### config.mk
export PLATFORM = sky130hd
export DESIGN_NAME = bcd_seg_scan
export DESIGN_NICKNAME = d
export VERILOG_FILES = /design/src/rtl/bcd_disp_pkg.sv /design/src/rtl/bcd_to_seg7.sv /design/src/rtl/bcd_seg_scan.sv
export SDC_FILE = /design/constraint.sdc
export NUM_CORES = 1
export LEC_CHECK = 0
export ABC_AREA = 1
export CAP_MARGIN = 20
export CORE_MARGIN = 2
export CORE_UTILIZATION = 55
export DETAILED_ROUTE_END_ITERATION = 16
export GPL_TIMING_DRIVEN = 0
export PLACE_DENSITY = 0.77
export RECOVER_POWER = 100
export SETUP_SLACK_MARGIN = 0.05
export SYNTH_ARGS = -nofsm -noshare
export SYNTH_HDL_FRONTEND = slang
export SYNTH_SLANG_ARGS = --single-unit
### constraint.sdc
create_clock -name clk -period 4.1 [get_ports clk]
set_input_delay 0.82 -clock clk [delete_from_list [all_inputs] [get_ports clk]]
set_output_delay 0.82 -clock clk [all_outputs]
set_load 0.005 [all_outputs]
### src/rtl/bcd_disp_pkg.sv
// Shared types and segment constants for the 2-digit BCD scan display.
package bcd_disp_pkg;

  typedef enum logic [2:0] {IDLE, SHOW0, GAP0, SHOW1, GAP1} scan_state_t;

  localparam logic [6:0] SEG_BLANK = 7'h7F;
  localparam logic [6:0] SEG_E     = 7'h06;

  // Active-low {g,f,e,d,c,b,a}; element [0] is digit 0.
  localparam logic [9:0][6:0] SEG_TABLE = {
    7'h10, 7'h00, 7'h78, 7'h02, 7'h12,
    7'h19, 7'h30, 7'h24, 7'h79, 7'h40
  };

endpackage

### src/rtl/bcd_to_seg7.sv
// Combinational digit to active-low 7-segment encoder; 10..15 render as E.
module bcd_to_seg7
  import bcd_disp_pkg::*;
(
  input  logic [3:0] digit,
  output logic [6:0] seg
);

  always_comb begin
    seg = SEG_E;
    if (digit <= 4'd9) seg = SEG_TABLE[digit];
  end

endmodule

### src/rtl/bcd_seg_scan.sv
// Two-digit multiplexed common-anode display scanner with frame-synchronous
// value update and registered outputs aligned to the state register.
module bcd_seg_scan
  import bcd_disp_pkg::*;
#(
  parameter int REFRESH_DIV = 50000,
  parameter int GAP_CYCLES  = 500,
  parameter bit LZ_BLANK    = 1'b1
) (
  input  logic       clk,
  input  logic       rst_n,
  input  logic       en,
  input  logic       load,
  input  logic [4:0] bcd_in,
  output logic [6:0] seg,
  output logic [1:0] an,
  output logic       frame_start,
  output logic       err
);

  localparam int MAX_LIM = (REFRESH_DIV > GAP_CYCLES) ? REFRESH_DIV : GAP_CYCLES;
  localparam int CNT_W   = (MAX_LIM > 1) ? $clog2(MAX_LIM) : 1;
  localparam bit HAS_GAP = (GAP_CYCLES > 0);
  localparam logic [CNT_W-1:0] SHOW_TC = CNT_W'(REFRESH_DIV - 1);
  localparam logic [CNT_W-1:0] GAP_TC  = CNT_W'((GAP_CYCLES > 0) ? GAP_CYCLES - 1 : 0);

  scan_state_t      state_q, state_d;
  logic [CNT_W-1:0] cnt_q, cnt_d;
  logic [4:0]       shadow_q, shadow_d;
  logic [4:0]       disp_q, disp_d;
  logic [6:0]       seg_d;
  logic [1:0]       an_d;
  logic             fs_d, err_d;
  logic             new_frame, invalid;
  logic [6:0]       ones_seg, tens_seg;

  // Encoders look at the value the next cycle will display, so the
  // registered outputs line up with the registered state.
  bcd_to_seg7 u_ones (.digit(disp_d[3:0]),        .seg(ones_seg));
  bcd_to_seg7 u_tens (.digit({3'b000, disp_d[4]}), .seg(tens_seg));

  always_comb begin
    state_d = state_q;
    case (state_q)
      IDLE:    state_d = SHOW0;
      SHOW0:   if (cnt_q == SHOW_TC) state_d = HAS_GAP ? GAP0 : SHOW1;
      GAP0:    if (cnt_q == GAP_TC)  state_d = SHOW1;
      SHOW1:   if (cnt_q == SHOW_TC) state_d = HAS_GAP ? GAP1 : SHOW0;
      GAP1:    if (cnt_q == GAP_TC)  state_d = SHOW0;
      default: state_d = IDLE;
    endcase
    if (!en) state_d = IDLE;

    new_frame = (state_d == SHOW0) && (state_q != SHOW0);
    cnt_d     = ((state_d != state_q) || (state_d == IDLE)) ? '0 : cnt_q + 1'b1;

    // shadow_d already carries a same-cycle load, which gives the bypass.
    shadow_d = load ? bcd_in : shadow_q;
    disp_d   = new_frame ? shadow_d : disp_q;
    invalid  = (disp_d[3:0] > 4'd9);

    seg_d = SEG_BLANK;
    an_d  = 2'b11;
    fs_d  = new_frame;
    err_d = invalid && (state_d != IDLE);
    case (state_d)
      SHOW0: begin
        an_d  = 2'b10;
        seg_d = ones_seg;
      end
      SHOW1: begin
        if (invalid) begin
          an_d  = 2'b01;
          seg_d = SEG_E;
        end else if (!(LZ_BLANK && !disp_d[4])) begin
          an_d  = 2'b01;
          seg_d = tens_seg;
        end
      end
      default: ;
    endcase
  end

  always_ff @(posedge clk) begin
    if (!rst_n) begin
      state_q     <= IDLE;
      cnt_q       <= '0;
      shadow_q    <= 5'b0;
      disp_q      <= 5'b0;
      seg         <= SEG_BLANK;
      an          <= 2'b11;
      frame_start <= 1'b0;
      err         <= 1'b0;
    end else begin
      state_q     <= state_d;
      cnt_q       <= cnt_d;
      shadow_q    <= shadow_d;
      disp_q      <= disp_d;
      seg         <= seg_d;
      an          <= an_d;
      frame_start <= fs_d;
      err         <= err_d;
    end
  end

endmodule

==> results.sh, run 1 <==
export IMPL_drv_slew=0
export IMPL_cts_resized=0
export IMPL_synth_edf_count=0
export IMPL_dr_pass1_iters=4
export IMPL_cts_buffers=5
export IMPL_comb_power_share=0.111
export IMPL_period_share=0.8187
export IMPL_drtIter0Drc=46
export IMPL_crit_type="reg2reg"
export IMPL_synth_area_leaders="dfxtp_1 (39%), nand2_1 (8.2%), nor2_1 (6.8%)"
export IMPL_dieArea_mm2=0.004245
export IMPL_diodes=0
export IMPL_power_share_clock=0.409
export IMPL_p_leak_nw=0.9498
export IMPL_antenna_left=0
export IMPL_slew_headroom=0.1513
export IMPL_netlist_instances=251
export IMPL_yosys_area_top_type="dfxtp_1"
export IMPL_peakVddDrop_mv=0.2588
export IMPL_regToRegEndpoint="seg[4]"
export IMPL_grt_overflow=0
export IMPL_cts_tree="done"
export IMPL_internal_power_mw=0.6550
export IMPL_cp_end_kind="flop"
export IMPL_clkTransAtPathRegs_ns=0.07
export IMPL_critical_path_peak_fanout=10
export IMPL_start_util=0.5661
export IMPL_setup_viol=0
export IMPL_r2r_setup_slack_ns=0.74
export IMPL_drive_gt1_frac=0.1444
export IMPL_ys_types=33
export IMPL_layout_nets=291
export IMPL_root_buffer="clkbuf_8"
export IMPL_gp_congestion=0.8362
export IMPL_htreeDepth=2
export IMPL_rsz0062_at_grt="no"
export IMPL_coreArea_mm2=0.003633
export IMPL_cp_start_kind="flop"
export IMPL_syn_area_per_cell_um2=8.195
export IMPL_port_buffers=18
export IMPL_antenna_found_initial=0
export IMPL_wl_um=3422
export IMPL_final_common_cell="nand2_1"
export IMPL_tns_ns=0
export IMPL_hold_buffers=0
export IMPL_top_level_ports=20
export IMPL_tightest_slew_ns=1.273
export IMPL_yosysTopAreaCellShare=0.3893
export IMPL_hold_viol_final=0
export IMPL_ys_warn_count=0
export IMPL_grt_pass1_vias=1467
export IMPL_clock_sinks=40
export IMPL_required_ns=4.28
export IMPL_grt_util_all_layers=0.1870
export IMPL_r2r_cells=16
export IMPL_power_density_mw_per_mm2=358.9
export IMPL_grt_pass1_wl_um=6175
export IMPL_via_count=1541
export IMPL_synth_async_reset_ratio=0
export IMPL_fmaxAchievable_ghz=0.2979
export IMPL_status="finished clean"
export IMPL_post_cts_setup_buffer_count=0
export IMPL_wire_per_inst_um=10.53
export IMPL_crit_end="seg[4]"
export IMPL_seq_area_frac_synth=0.3893
export IMPL_num_fill_cells=340
export IMPL_hold_class="reg2reg"
export IMPL_drt_vias_per_instance=4.742
export IMPL_maxCapViolCount=0
export IMPL_die_h_um=65.16
export IMPL_area_growth_synth_to_final_pct=14.42
export IMPL_dpl_instance_area_mm2=0.002297
export IMPL_place_hpwl_um=2574
export IMPL_fp_row_count=22
export IMPL_power_switching_mw=0.1897
export IMPL_r2r_start="cnt_q[0]"
export IMPL_drc=0
export IMPL_ys_ff_latch=40
export IMPL_switching_share=0.2246
export IMPL_die_w_um=65.16
export IMPL_skew_ns=0.009230
export IMPL_finalCriticalPeriod_ns=3.357
export IMPL_seqPwrFrac=0.481
export IMPL_final_area_mm2=0.002354
export IMPL_critPathLaunch="cnt_q[0]"
export IMPL_syn_area_mm2=0.002057
export IMPL_layout_common_cells="nand2_1 (48), dfxtp_1 (40), nor2_1 (38)"
export IMPL_clk_latency_ns=0.29
export IMPL_grt_max_degree=13
export IMPL_syn_nets=266
export IMPL_critical_path_arrival_ns=3.54
export IMPL_clock_path_buffers=2
export IMPL_synth_main_ff_cell="dfxtp_1"
-- worst min-delay path by stage --
stage | from | depth (start not counted) | end | slack, ns
finish | cnt_q[0] | 1 | cnt_q[0] | 0.45
global route | cnt_q[0] | 1 | cnt_q[0] | 0.47
CTS | cnt_q[0] | 1 | cnt_q[0] | 0.45
detailed placement | cnt_q[0] | 1 | cnt_q[0] | 0.44
global placement | cnt_q[0] | 1 | cnt_q[0] | 0.43
floorplan | cnt_q[0] | 1 | cnt_q[0] | 0.42
-- routing by layer --
metal	GRT usage	wire length (µm)	up-vias
met3	0.04110	105	7
met4	0.09115	71	0
met5	0	0	-
li1	-	-	828
met1	0.2538	1841	677
met2	0.2822	1405	29
-- sequential cells by signal, indices dropped and copies added, names as in the netlist --
signal       count
frame_start      1
an               2
err              1
cnt_q           16
disp_q           5
shadow_q         5
seg              7
state_q          3
-- per-stage QoR --
step | power (mW) | hold WS [ns] | instances | utilization | setup slack (ns)
after CTS | 0.8607 | 0.4504 | 325 | 0.6670 | 0.8665
final | 0.8447 | 0.4454 | 325 | 0.6477 | 0.7432
after floorplan | 0.4833 | 0.4175 | 251 | - | 1.446
after global placement | 0.5153 | 0.4298 | 317 | 0.6322 | 0.6025
after detailed placement | 0.5166 | 0.4403 | 317 | 0.6322 | 0.5957
after global routing | 0.8829 | 0.4666 | 325 | 0.6477 | 0.3708
-- critical path: stages (launching register included) --
cell,delay [ns]
dfxtp_1,0.35
ha_1,0.22
nand3_1,0.23
nor2_4,0.17
nand3_1,0.12
nand2_1,0.15
a21oi_4,0.09
nand3_4,0.12
clkinv_1,0.09
o21ai_0,0.54
inv_1,0.15
ha_1,0.24
or2_2,0.29
nand3_1,0.12
nand2_4,0.10
a21boi_4,0.19
nand2_1,0.08
-- kinds of logic (layout without fill, tap and decap cells) --
logic type | Yosys count | in the layout | share of synthesized area
AOI/OAI and AO/OA | 11 | 11 | 0.05109
xor gates and xnor gates | 15 | 15 | 0.06387
buffers and inverters | 32 | 58 | 0.06631
muxes | 4 | 4 | 0.01947
DFF | 40 | 40 | 0.3893
adders and majority gates | 6 | 6 | 0.03650
and+or+nand+nor | 143 | 143 | 0.3735
-- power groups by stage --
stage	Clock (mW)	Combinational (mW)	Sequential (mW)
final	0.345	0.0936	0.406
after global routing	0.369	0.106	0.407
after CTS	0.352	0.102	0.407
after detailed placement	0	0.101	0.416
after global placement	0	0.100	0.415
after floorplan	0	0.0673	0.416
-- final cells by class --
class,instances,area [µm²],share of cell area
buffer,3,11.26,0.004785
clock buffer,7,96.34,0.04094
clock inverter,1,30.03,0.01276
inverter,29,108.9,0.04625
multi-input combinational,179,1066,0.4529
sequential,40,800.8,0.3402
tap,48,60.06,0.02552
timing repair buffer,18,180.2,0.07656
-- cells in the mapped netlist (2+ instances only) --
master and instances:
xnor2_1 4, nor3_1 2, nor2_4 12, inv_1 25
nand3_4 2, or2_1 3, dfxtp_1 40, inv_2 2
mux2i_1 4, clkinv_1 2, nand2_1 45, ha_1 6
nor2_2 5, nand2_4 2, nor2_1 37, clkbuf_1 2
nand3_1 19, o21ai_1 5, xor2_1 11, nand2_2 10
Power figures use the tool's default switching activity.
==> run 2: changes to the inputs <==
--- a/config.mk
+++ b/config.mk
@@ -8,10 +8,10 @@
 export ABC_AREA = 1
 export CAP_MARGIN = 20
 export CORE_MARGIN = 2
-export CORE_UTILIZATION = 55
+export CORE_UTILIZATION = 51
 export DETAILED_ROUTE_END_ITERATION = 16
 export GPL_TIMING_DRIVEN = 0
-export PLACE_DENSITY = 0.77
+export PLACE_DENSITY = 0.75
 export RECOVER_POWER = 100
 export SETUP_SLACK_MARGIN = 0.05
 export SYNTH_ARGS = -nofsm -noshare
==> constraint.sdc (replaced) <==
create_clock -name clk -period 2.85 [get_ports clk]
set_input_delay 0.57 -clock clk [delete_from_list [all_inputs] [get_ports clk]]
set_output_delay 0.57 -clock clk [all_outputs]
set_load 0.005 [all_outputs]
==> results.sh, run 2 (synthesis results as in run 1) <==
export IMPL_status="finished clean"
export IMPL_grt_max_degree=13
export IMPL_via_count=1600
export IMPL_drt_vias_per_instance=4.720
export IMPL_crit_top_cell="nand2_1"
export IMPL_drive_gt1_frac=0.2318
export IMPL_whs_ns=0.5051
export IMPL_tns_ns=0
export IMPL_wire_per_inst_um=10.70
export IMPL_cts_buffers=5
export IMPL_coreArea_mm2=0.003943
export IMPL_crit_type="reg2reg"
export IMPL_port_buffers=18
export IMPL_grt_pass1_wl_um=6106
export IMPL_skew_ns=0.009021
export IMPL_peakVddDrop_mv=0.3940
export IMPL_layout_common_cells="nand2_1 (47), nor2_1 (37), dfxtp_1 (36)"
export IMPL_clk_latency_ns=0.29
export IMPL_top_level_ports=20
export IMPL_dr_pass1_iters=4
export IMPL_die_w_um=67.51
export IMPL_finalCriticalPeriod_ns=2.620
export IMPL_dpl_instance_area_mm2=0.002300
export IMPL_path_delay_family="simple AND/OR/NAND/NOR gates"
export IMPL_area_growth_synth_to_final_pct=21.59
export IMPL_final_common_cell="nand2_1"
export IMPL_period_share=0.9194
export IMPL_dieArea_mm2=0.004558
export IMPL_finalNonFillerCells=339
export IMPL_fmaxAchievable_ghz=0.3817
export IMPL_cpMaxStageDelayCell="dfxtp_4"
export IMPL_power_density_mw_per_mm2=474.3
export IMPL_p_leak_nw=1.013
export IMPL_dp_cells=319
export IMPL_reg_largest_list="cnt_q x16, seg x7"
export IMPL_cp_start_kind="flop"
export IMPL_cts_tree="done"
export IMPL_grt_pass1_vias=1452
export IMPL_num_fill_cells=339
export IMPL_fin_ws_ns=0.2298
export IMPL_hold_buffers=0
export IMPL_antenna_left=0
export IMPL_hold_class="reg2reg"
export IMPL_root_buffer="clkbuf_8"
export IMPL_tightest_slew_ns=0.6095
export IMPL_hold_viol_final=0
export IMPL_gp_congestion=0.8881
export IMPL_final_util=0.6344
export IMPL_critical_path_arrival_ns=2.80
export IMPL_clock_path_buffers=2
export IMPL_start_util=0.5217
export IMPL_fp_row_count=23
export IMPL_place_hpwl_um=2501
export IMPL_critical_path_peak_fanout=7
export IMPL_htreeDepth=2
export IMPL_path_buf_inv=2
export IMPL_clkTransAtPathRegs_ns=0.08
export IMPL_clock_sinks=40
export IMPL_die_h_um=67.51
export IMPL_antenna_found_initial=0
export IMPL_max_stage_delay_ns=0.37
export IMPL_wl_um=3628
export IMPL_drc=0
export IMPL_grt_overflow=0
export IMPL_diodes=0
export IMPL_final_area_mm2=0.002501
export IMPL_pre_cts_slack_ns=-0.4131
export IMPL_grt_util_all_layers=0.1784
export IMPL_largest_register="cnt_q"
export IMPL_drtIter0Drc=46
export IMPL_slew_headroom=0.5932
export IMPL_maxCapViolCount=0
export IMPL_largest_register_ffs=16
export IMPL_drv_slew=0
export IMPL_layout_nets=303
export IMPL_required_ns=3.03
export IMPL_crit_chain="ha_4 -> nand3_4 -> nor2_4 -> nand3_2 -> nand2_1 -> a21oi_4 -> nand3_4 -> buf_4 -> nand2_1 -> o21ai_4 -> inv_2 -> ha_1 -> or2_2 -> nand3_2 -> nand2_4 -> a21boi_4 -> nand2_1"
export IMPL_setup_viol=0
export IMPL_cp_end_kind="flop"
export IMPL_power_mw=1.186
-- run 2: changes by cell type in the layout (fill, tap and decap cells not counted), sizes merged --
cell	change
buf	+11
clkdlybuf4s50	-1
dlygate4sd2	+1
inv	+1
-- run 2: report_power, final --
group	total [mW]	leakage (nW)	internal, mW	switching (mW)
Sequential	0.585	0.329	0.578	0.00711
Combinational	0.155	0.628	0.0686	0.0865
Clock	0.446	0.0552	0.260	0.186
-- run 2: worst paths after layout --
check	startpoint	end	slack, ns	cells after the start
max	cnt_q[0]	seg[0]	0.23	17
min	shadow_q[4]	shadow_q[4]	0.51	2
max reg2reg	cnt_q[0]	seg[0]	0.23	17
min reg2reg	shadow_q[4]	shadow_q[4]	0.51	2
-- run 2: worst min-delay path, cell delays in order (launching register included) --
cell     delay, ns
dfxtp_1       0.32
mux2i_1       0.07
nor2_1        0.08
-- run 2: per-layer routing --
layer  track usage  vias to the layer above  part of all wire
met3       0.05167                        5             0.040
met5             0                        -                 0
met1        0.2206                      721              0.48
met4       0.08673                        0             0.015
met2        0.2831                       23              0.47
li1              -                      851                 -
-- run 2: final cells by class --
cell class | instances | area (µm²) | share of cell area
Buffer | 3 | 12.51 | 0.005002
Clock buffer | 6 | 72.57 | 0.02901
Clock inverter | 2 | 35.03 | 0.01401
Inverter | 29 | 111.4 | 0.04452
Multi-Input combinational cell | 179 | 1134 | 0.4532
Sequential cell | 40 | 808.3 | 0.3232
Tap cell | 50 | 62.56 | 0.02501
Timing Repair Buffer | 30 | 265.3 | 0.1061
-- run 2: repair_timing --
item                                    CTS  global route
pin swaps                                 3             6
buffers inserted                          1            11
endpoints found under the setup margin    9             9
hold endpoints to repair                  0             0
gates resized for setup                   9            10
